--- config.mk ---
export PLATFORM = sky130hd
export DESIGN_NAME = act_share_sched
export DESIGN_NICKNAME = d
export VERILOG_FILES = /design/src/rtl/act_pkg.sv /design/src/rtl/act_rr_arbiter.sv /design/src/rtl/act_share_sched.sv
export SDC_FILE = /design/constraint.sdc
export NUM_CORES = 1
export LEC_CHECK = 0
export BUFFER_PORTS_ARGS = -buffer_cell sky130_fd_sc_hd__buf_2
export CORE_ASPECT_RATIO = 0.6
export CORE_UTILIZATION = 45
export CTS_CLUSTER_SIZE = 12
export DETAILED_ROUTE_END_ITERATION = 8
export GPL_TIMING_DRIVEN = 0
export PLACE_DENSITY = 0.7
export SLEW_MARGIN = 20
export SYNTH_ARGS = -nofsm -noshare
export SYNTH_HDL_FRONTEND = slang
export SYNTH_SLANG_ARGS = --single-unit
--- constraint.sdc ---
create_clock -name clk -period 6.5 [get_ports clk]
set_clock_uncertainty 0.05 [all_clocks]
set_input_delay 1.625 -clock clk [delete_from_list [all_inputs] [get_ports clk]]
set_output_delay 1.625 -clock clk [all_outputs]
set_load 0.05 [all_outputs]
--- src/rtl/act_pkg.sv ---
// rtl/act_pkg.sv - shared constants, FSM state type and activation function for act_share_sched
package act_pkg;

    localparam int          FP_SIGN_BIT = 31;
    localparam int          FP_EXP_MSB  = 30;
    localparam int          FP_EXP_LSB  = 23;
    localparam logic [7:0]  FP_EXP_INF  = 8'hFF;
    localparam logic [31:0] FP_NEG_ZERO = 32'h8000_0000;

    typedef enum logic [1:0] {
        RUN   = 2'd0,
        DRAIN = 2'd1,
        APPLY = 2'd2
    } sched_state_t;

    // ReLU / LeakyReLU on fp32; the leaky slope is a power of two, so it is an exponent subtract
    function automatic logic [31:0] act_apply(input logic [31:0] x, input logic leaky,
                                              input logic [4:0] shift);
        logic [7:0] e;
        e = x[FP_EXP_MSB:FP_EXP_LSB];
        act_apply = x;
        if (x[FP_SIGN_BIT] && (e != FP_EXP_INF)) begin
            if (!leaky) begin
                act_apply = 32'h0000_0000;
            end else if (e > {3'b000, shift}) begin
                act_apply = {1'b1, e - {3'b000, shift}, x[22:0]};
            end else begin
                act_apply = FP_NEG_ZERO;
            end
        end
    endfunction

endpackage

--- src/rtl/act_rr_arbiter.sv ---
// rtl/act_rr_arbiter.sv - combinational round-robin arbiter, searches upward from ptr with wrap
module act_rr_arbiter #(
    parameter int N = 4,
    parameter int W = (N > 1) ? $clog2(N) : 1
) (
    input  logic [N-1:0] req,
    input  logic [W-1:0] ptr,
    output logic [N-1:0] gnt,
    output logic [W-1:0] gnt_idx
);

    logic         w_found;
    int           w_sum;
    logic [W-1:0] w_idx;

    // first requester at or above ptr wins; one-hot grant plus its index
    always_comb begin
        gnt     = '0;
        gnt_idx = '0;
        w_found = 1'b0;
        w_sum   = 0;
        w_idx   = '0;
        for (int k = 0; k < N; k++) begin
            w_sum = int'(ptr) + k;
            if (w_sum >= N) begin
                w_sum = w_sum - N;
            end
            w_idx = W'(w_sum);
            if (!w_found && req[w_idx]) begin
                w_found    = 1'b1;
                gnt[w_idx] = 1'b1;
                gnt_idx    = w_idx;
            end
        end
    end

endmodule

--- src/rtl/act_share_sched.sv ---
// rtl/act_share_sched.sv - shared fp32 ReLU/LeakyReLU scheduler; optional counters under ACT_PERF_CNT_EN
module act_share_sched
    import act_pkg::*;
#(
    parameter int NUM_REQ     = 4,
    parameter int PIPE_STAGES = 2,
    parameter int ID_W        = $clog2(NUM_REQ)
) (
    input  logic                  clk,
    input  logic                  rst_n,
    input  logic [NUM_REQ-1:0]    req_valid,
    input  logic [NUM_REQ*32-1:0] req_data,
    output logic [NUM_REQ-1:0]    req_ready,
    output logic                  resp_valid,
    output logic [31:0]           resp_data,
    output logic [ID_W-1:0]       resp_id,
    input  logic                  resp_ready,
    input  logic                  cfg_wr,
    input  logic                  cfg_leaky,
    input  logic [4:0]            cfg_shift,
    output logic                  cfg_ack,
    output logic                  busy
`ifdef ACT_PERF_CNT_EN
    ,
    input  logic                  perf_clr,
    output logic [NUM_REQ*16-1:0] perf_grant_cnt,
    output logic [15:0]           perf_stall_cnt
`endif
);

    sched_state_t         r_state;
    sched_state_t         w_state_nxt;
    logic [ID_W-1:0]      r_ptr;
    logic                 r_leaky;
    logic [4:0]           r_shift;
    logic [PIPE_STAGES-1:0] r_vld;
    logic [31:0]          r_data [PIPE_STAGES];
    logic [ID_W-1:0]      r_id   [PIPE_STAGES];

    logic                 w_stall;
    logic                 w_grant_en;
    logic [NUM_REQ-1:0]   w_req_masked;
    logic [NUM_REQ-1:0]   w_gnt;
    logic [ID_W-1:0]      w_gnt_idx;
    logic                 w_accept;
    logic [31:0]          w_operand;
    logic [31:0]          w_result;

    assign w_stall      = r_vld[PIPE_STAGES-1] & ~resp_ready;
    assign w_grant_en   = (r_state == RUN) & ~cfg_wr & ~w_stall;
    assign w_req_masked = req_valid & {NUM_REQ{w_grant_en}};

    act_rr_arbiter #(.N(NUM_REQ), .W(ID_W)) u_arb (
        .req     (w_req_masked),
        .ptr     (r_ptr),
        .gnt     (w_gnt),
        .gnt_idx (w_gnt_idx)
    );

    assign req_ready = w_gnt;
    assign w_accept  = |w_gnt;

    // operand mux driven by the one-hot grant
    always_comb begin
        w_operand = '0;
        for (int i = 0; i < NUM_REQ; i++) begin
            if (w_gnt[i]) begin
                w_operand = req_data[32*i +: 32];
            end
        end
    end

    // the result is computed at accept so it carries the config active at that moment
    assign w_result = act_apply(w_operand, r_leaky, r_shift);

    // FSM state register
    always_ff @(posedge clk) begin
        if (!rst_n) begin
            r_state <= RUN;
        end else begin
            r_state <= w_state_nxt;
        end
    end

    // FSM next state: stop granting, wait for the pipe to empty, then swap config
    always_comb begin
        w_state_nxt = r_state;
        case (r_state)
            RUN:     if (cfg_wr) w_state_nxt = DRAIN;
            DRAIN:   if (!busy)  w_state_nxt = APPLY;
            APPLY:   w_state_nxt = RUN;
            default: w_state_nxt = RUN;
        endcase
    end

    assign cfg_ack = (r_state == APPLY);

    // config latch, loaded only in APPLY when nothing is in flight
    always_ff @(posedge clk) begin
        if (!rst_n) begin
            r_leaky <= 1'b0;
            r_shift <= '0;
        end else if (r_state == APPLY) begin
            r_leaky <= cfg_leaky;
            r_shift <= cfg_shift;
        end
    end

    // round-robin pointer moves past the winner on every accept
    always_ff @(posedge clk) begin
        if (!rst_n) begin
            r_ptr <= '0;
        end else if (w_accept) begin
            r_ptr <= (w_gnt_idx == ID_W'(NUM_REQ - 1)) ? '0 : w_gnt_idx + ID_W'(1);
        end
    end

    // tagged pipeline; every stage freezes while the output is stalled
    always_ff @(posedge clk) begin
        if (!rst_n) begin
            r_vld <= '0;
            for (int s = 0; s < PIPE_STAGES; s++) begin
                r_data[s] <= '0;
                r_id[s]   <= '0;
            end
        end else if (!w_stall) begin
            r_vld[0]  <= w_accept;
            r_data[0] <= w_result;
            r_id[0]   <= w_gnt_idx;
            for (int s = 1; s < PIPE_STAGES; s++) begin
                r_vld[s]  <= r_vld[s-1];
                r_data[s] <= r_data[s-1];
                r_id[s]   <= r_id[s-1];
            end
        end
    end

    assign resp_valid = r_vld[PIPE_STAGES-1];
    assign resp_data  = r_data[PIPE_STAGES-1];
    assign resp_id    = r_id[PIPE_STAGES-1];
    assign busy       = |r_vld;

`ifdef ACT_PERF_CNT_EN
    logic [15:0] r_grant_cnt [NUM_REQ];
    logic [15:0] r_stall_cnt;

    // saturating per-requester accept counters and stall-cycle counter
    always_ff @(posedge clk) begin
        if (!rst_n || perf_clr) begin
            for (int i = 0; i < NUM_REQ; i++) begin
                r_grant_cnt[i] <= '0;
            end
            r_stall_cnt <= '0;
        end else begin
            for (int i = 0; i < NUM_REQ; i++) begin
                if (w_gnt[i] && (r_grant_cnt[i] != 16'hFFFF)) begin
                    r_grant_cnt[i] <= r_grant_cnt[i] + 16'd1;
                end
            end
            if (w_stall && (r_stall_cnt != 16'hFFFF)) begin
                r_stall_cnt <= r_stall_cnt + 16'd1;
            end
        end
    end

    // flatten counters onto the output bus
    always_comb begin
        perf_grant_cnt = '0;
        for (int i = 0; i < NUM_REQ; i++) begin
            perf_grant_cnt[16*i +: 16] = r_grant_cnt[i];
        end
    end

    assign perf_stall_cnt = r_stall_cnt;
`else
    // counters not built
`endif

endmodule

==> parameters.txt <==
Parameter                              Value

Synth
  Prevailing post-synth register cell    sky130_fd_sc_hd__edfxtp_1
  Yosys warns    0
  Sequential share of the synthesized area    44.4%
  Number of standard cells after synthesis    ~530
  Netlist area before placement    5140 µm²
  Async SR Flop Fraction    0%
  Syn Nets    681
  Number of synthesized flops with an enable pin    68
  Mapped Avg Cell Area    between 9 and 10 µm²
  Number of distinct standard cells referenced by the synthesized netlist    73
  Synthesized flop and latch total    80

Floorplanning
  Horizontal extent of the die    roughly 140 µm
  Die Height    84.8 µm
  Floorplan die area    11900 µm²
  # rows    29
  Initial standard-cell utilization of the core    47.4%
  Placeable core region    10800 µm²
  I/O pin count    approximately 180

Worst setup path
  Classification of the worst setup path    in2out
  Max FO, Critical Path    10
  Arrival time at the worst endpoint    4520 ps
  Critical Path End Type    output pin
  Kind of start point of the critical path    input pin
  Reg-to-reg setup timing slack    530 ps
  Required time worst endpoint    4830 ps
  Launch point of the critical path    req_valid[3]

Routing
  Remaining DRCs    0
  Final wirelength    ~14 mm
  Length of the first detailed-routing pass in iterations    5
  Post-DR wirelength/cell    about 16 µm
  DRC violation total after the first TritonRoute iteration    284
  Number of antenna-violating nets in the routed design    0
  Average vias per placed instance    between 5 and 6
  Via count    between 4000 and 5000

Final layout
  Antenna diodes    0
  Total number of nets in the final design    roughly 880
  Layout overhead on the synthesized area    27.4%
  Final Cell Area    approximately 6500 µm²
  Fraction of final layout cells sized beyond drive strength 1    38.0%

Timing
  RSZ-0062 raised after global routing    no
  Fin. max-slew vios    0
  Minimum period implied by the final worst setup slack    6200 ps
  Relative max-transition margin    51.4%
  Worst Setup Slack, final    303 ps
  Highest Clock Rate    161 MHz
  Final setup fails    0
  Final Cycle Share    a little over nine tenths
  Final Hold Fails    0
  Summed negative setup slack over all endpoints    0 ps
  Slew at the pin closest to its max-slew limit    722 ps

Power
  Power density normalized to cell area    between 400 and 500 nW/µm²
  Worst vdd ir    0.162 mV
  Static leakage power    3.02 nW
  Sum of internal, switching and leakage power    2.64 mW

Global route
  Pin count of the biggest net entering global routing    48
  GRT Util Overall    24.0%
  Vias in the first global route    4494
  Antenna violations before repair    0
  Wire length of the first global-routing pass    about 22 mm
  Remaining global-route overflow    0

Min path
  Class of the worst hold path    reg2reg
  Startpoint of the worst hold path    r_vld[0]$_SDFFE_PN0N_

Run status
  Result of the run    finished clean

CTS
  Clock latency on the worst-skew pair    around 330 ps
  Maximum number of buffers from clock root to sink    2
  Root cell of the clock tree    sky130_fd_sc_hd__clkbuf_16
  Clock tree from TritonCTS    built
  Clk pin slew, worst setup/hold paths    60 ps
  TritonCTS buffer count    9
  Num Clock Sinks    80
  Depth of the CTS H-tree    3
  Number of buffers inserted by hold repair at cts    0

Flow run
  Max-Cap Viols    0

Placement
  Hpwl dp    11.0 mm
  Setup WS pre-CTS    93.0 ps
  Final GP Congestion    0.894
  Total of buffers placed on input and output ports    182
  Cell Area, Placed    6250 µm²
## power by group
part / switching, mW / leakage [nW] / internal [mW]
Clock: 0.199 / 0.145 / 0.300
Combinational: 0.865 / 1.96 / 0.511
Sequential: 0.0394 / 0.919 / 0.722
Total: 1.10 / 3.02 / 1.53
## state kept, by name, indices dropped and copies added (netlist names), named ones only
signal and cells:
r_data 64, r_shift 5, r_id 4, r_state 2, r_vld 2, r_leaky 1, r_ptr 1
## worst max-delay path, stage by stage
cell	delay, ps
sky130_fd_sc_hd__buf_2	110
sky130_fd_sc_hd__clkbuf_1	190
sky130_fd_sc_hd__mux4_2	580
sky130_fd_sc_hd__a41oi_2	280
sky130_fd_sc_hd__and3_1	190
sky130_fd_sc_hd__a211oi_1	70
sky130_fd_sc_hd__inv_2	110
sky130_fd_sc_hd__buf_4	190
sky130_fd_sc_hd__buf_1	500
sky130_fd_sc_hd__clkbuf_2	370
sky130_fd_sc_hd__buf_2	310
## worst paths after layout
check	to	depth (start not counted)
setup / recovery	req_ready[3]	11
hold / removal	r_vld[0]$_SDFFE_PN0N_	2
setup reg to reg	r_data[0][15]$_SDFFCE_PN0P_	27
hold reg to reg	r_vld[0]$_SDFFE_PN0N_	2
## timing repair
action / 4_1_cts / 5_1_grt
resized for setup: 0 / 5
setup endpoints to repair: 0 / 24
setup buffers: 0 / 0
## logic make-up after synthesis
kind of cell / share of synthesized area [%]
xor gates and xnor gates: 0.852
adders and majority gates: 2.82
and+or+nand+nor: 22.6
muxes: 2.09
buffers and inverters: 9.66
DFF: 44.4
AOI/OAI and AO/OA: 17.5
## layer usage
| layer | vias up | share of wire (%) | global-route usage [%] |
|---|---|---|---|
| li1 | 2283 | - | - |
| met1 | 2185 | 46 | 34.2 |
| met2 | 220 | 46 | 39.0 |
| met3 | 13 | 7.0 | 4.05 |
| met4 | 0 | 0.89 | 4.40 |
| met5 | - | 0 | 0 |
## synth_stat cells (all sizes together), types with 10 or more instances
library cell  number  share of area (%)
nand2             17                1.2
a221oi            25                4.4
ha                10                2.4
buf               51                7.3
clkbuf            19                1.4
edfxtp            68                 40
inv               14                1.0
and2              41                5.0
dfxtp             12                4.7
nor2              86                6.3
a21oi             36                3.5
nor3              35                3.8
o21ai             15                1.5
## cell usage in the layout, fill, tap and decap left out, types with 3 or more instances in the layout
cell type,Yosys,layout
sky130_fd_sc_hd__mux2i_1,4,4
sky130_fd_sc_hd__buf_2,4,186
sky130_fd_sc_hd__a32oi_1,4,4
sky130_fd_sc_hd__a221oi_1,24,24
sky130_fd_sc_hd__inv_1,12,12
sky130_fd_sc_hd__clkbuf_16,0,9
sky130_fd_sc_hd__o21ai_1,3,3
sky130_fd_sc_hd__dfxtp_1,12,12
sky130_fd_sc_hd__a211oi_1,3,3
sky130_fd_sc_hd__nand3_1,6,6
sky130_fd_sc_hd__a21oi_1,36,36
sky130_fd_sc_hd__edfxtp_1,68,68
sky130_fd_sc_hd__and2_1,39,39
sky130_fd_sc_hd__o21ai_0,12,12
sky130_fd_sc_hd__a31oi_1,5,5
sky130_fd_sc_hd__ha_1,10,10
sky130_fd_sc_hd__clkbuf_1,19,17
sky130_fd_sc_hd__nor3_1,32,32
sky130_fd_sc_hd__nand3b_1,3,3
sky130_fd_sc_hd__inv_6,0,3
sky130_fd_sc_hd__buf_1,2,3
sky130_fd_sc_hd__nor4_1,4,4
sky130_fd_sc_hd__a21o_1,7,7
sky130_fd_sc_hd__nand2_1,17,16
sky130_fd_sc_hd__a211oi_2,3,3
sky130_fd_sc_hd__nor2b_1,7,7
sky130_fd_sc_hd__buf_4,43,43
sky130_fd_sc_hd__nor2_1,86,86
sky130_fd_sc_hd__xnor2_1,4,4
## cell type report
class	count	area, µm²
buffer	70	447
timing repair buffer	183	931
fill	958	4300
sequential	80	2280
clock buffer	10	229
inverter	14	52.6
tap	139	174
clock inverter	6	65.1
multi-input combinational	364	2370
## stage by stage
step	utilization [%]	hold WS, ps	std cells
after floorplan	-	413	528
after global placement	57.4	438	849
after detailed placement	57.6	446	850
after CTS	60.3	457	866
after global routing	60.4	474	866
final	60.4	454	866
No activity file was read; power rests on OpenSTA's default activity.
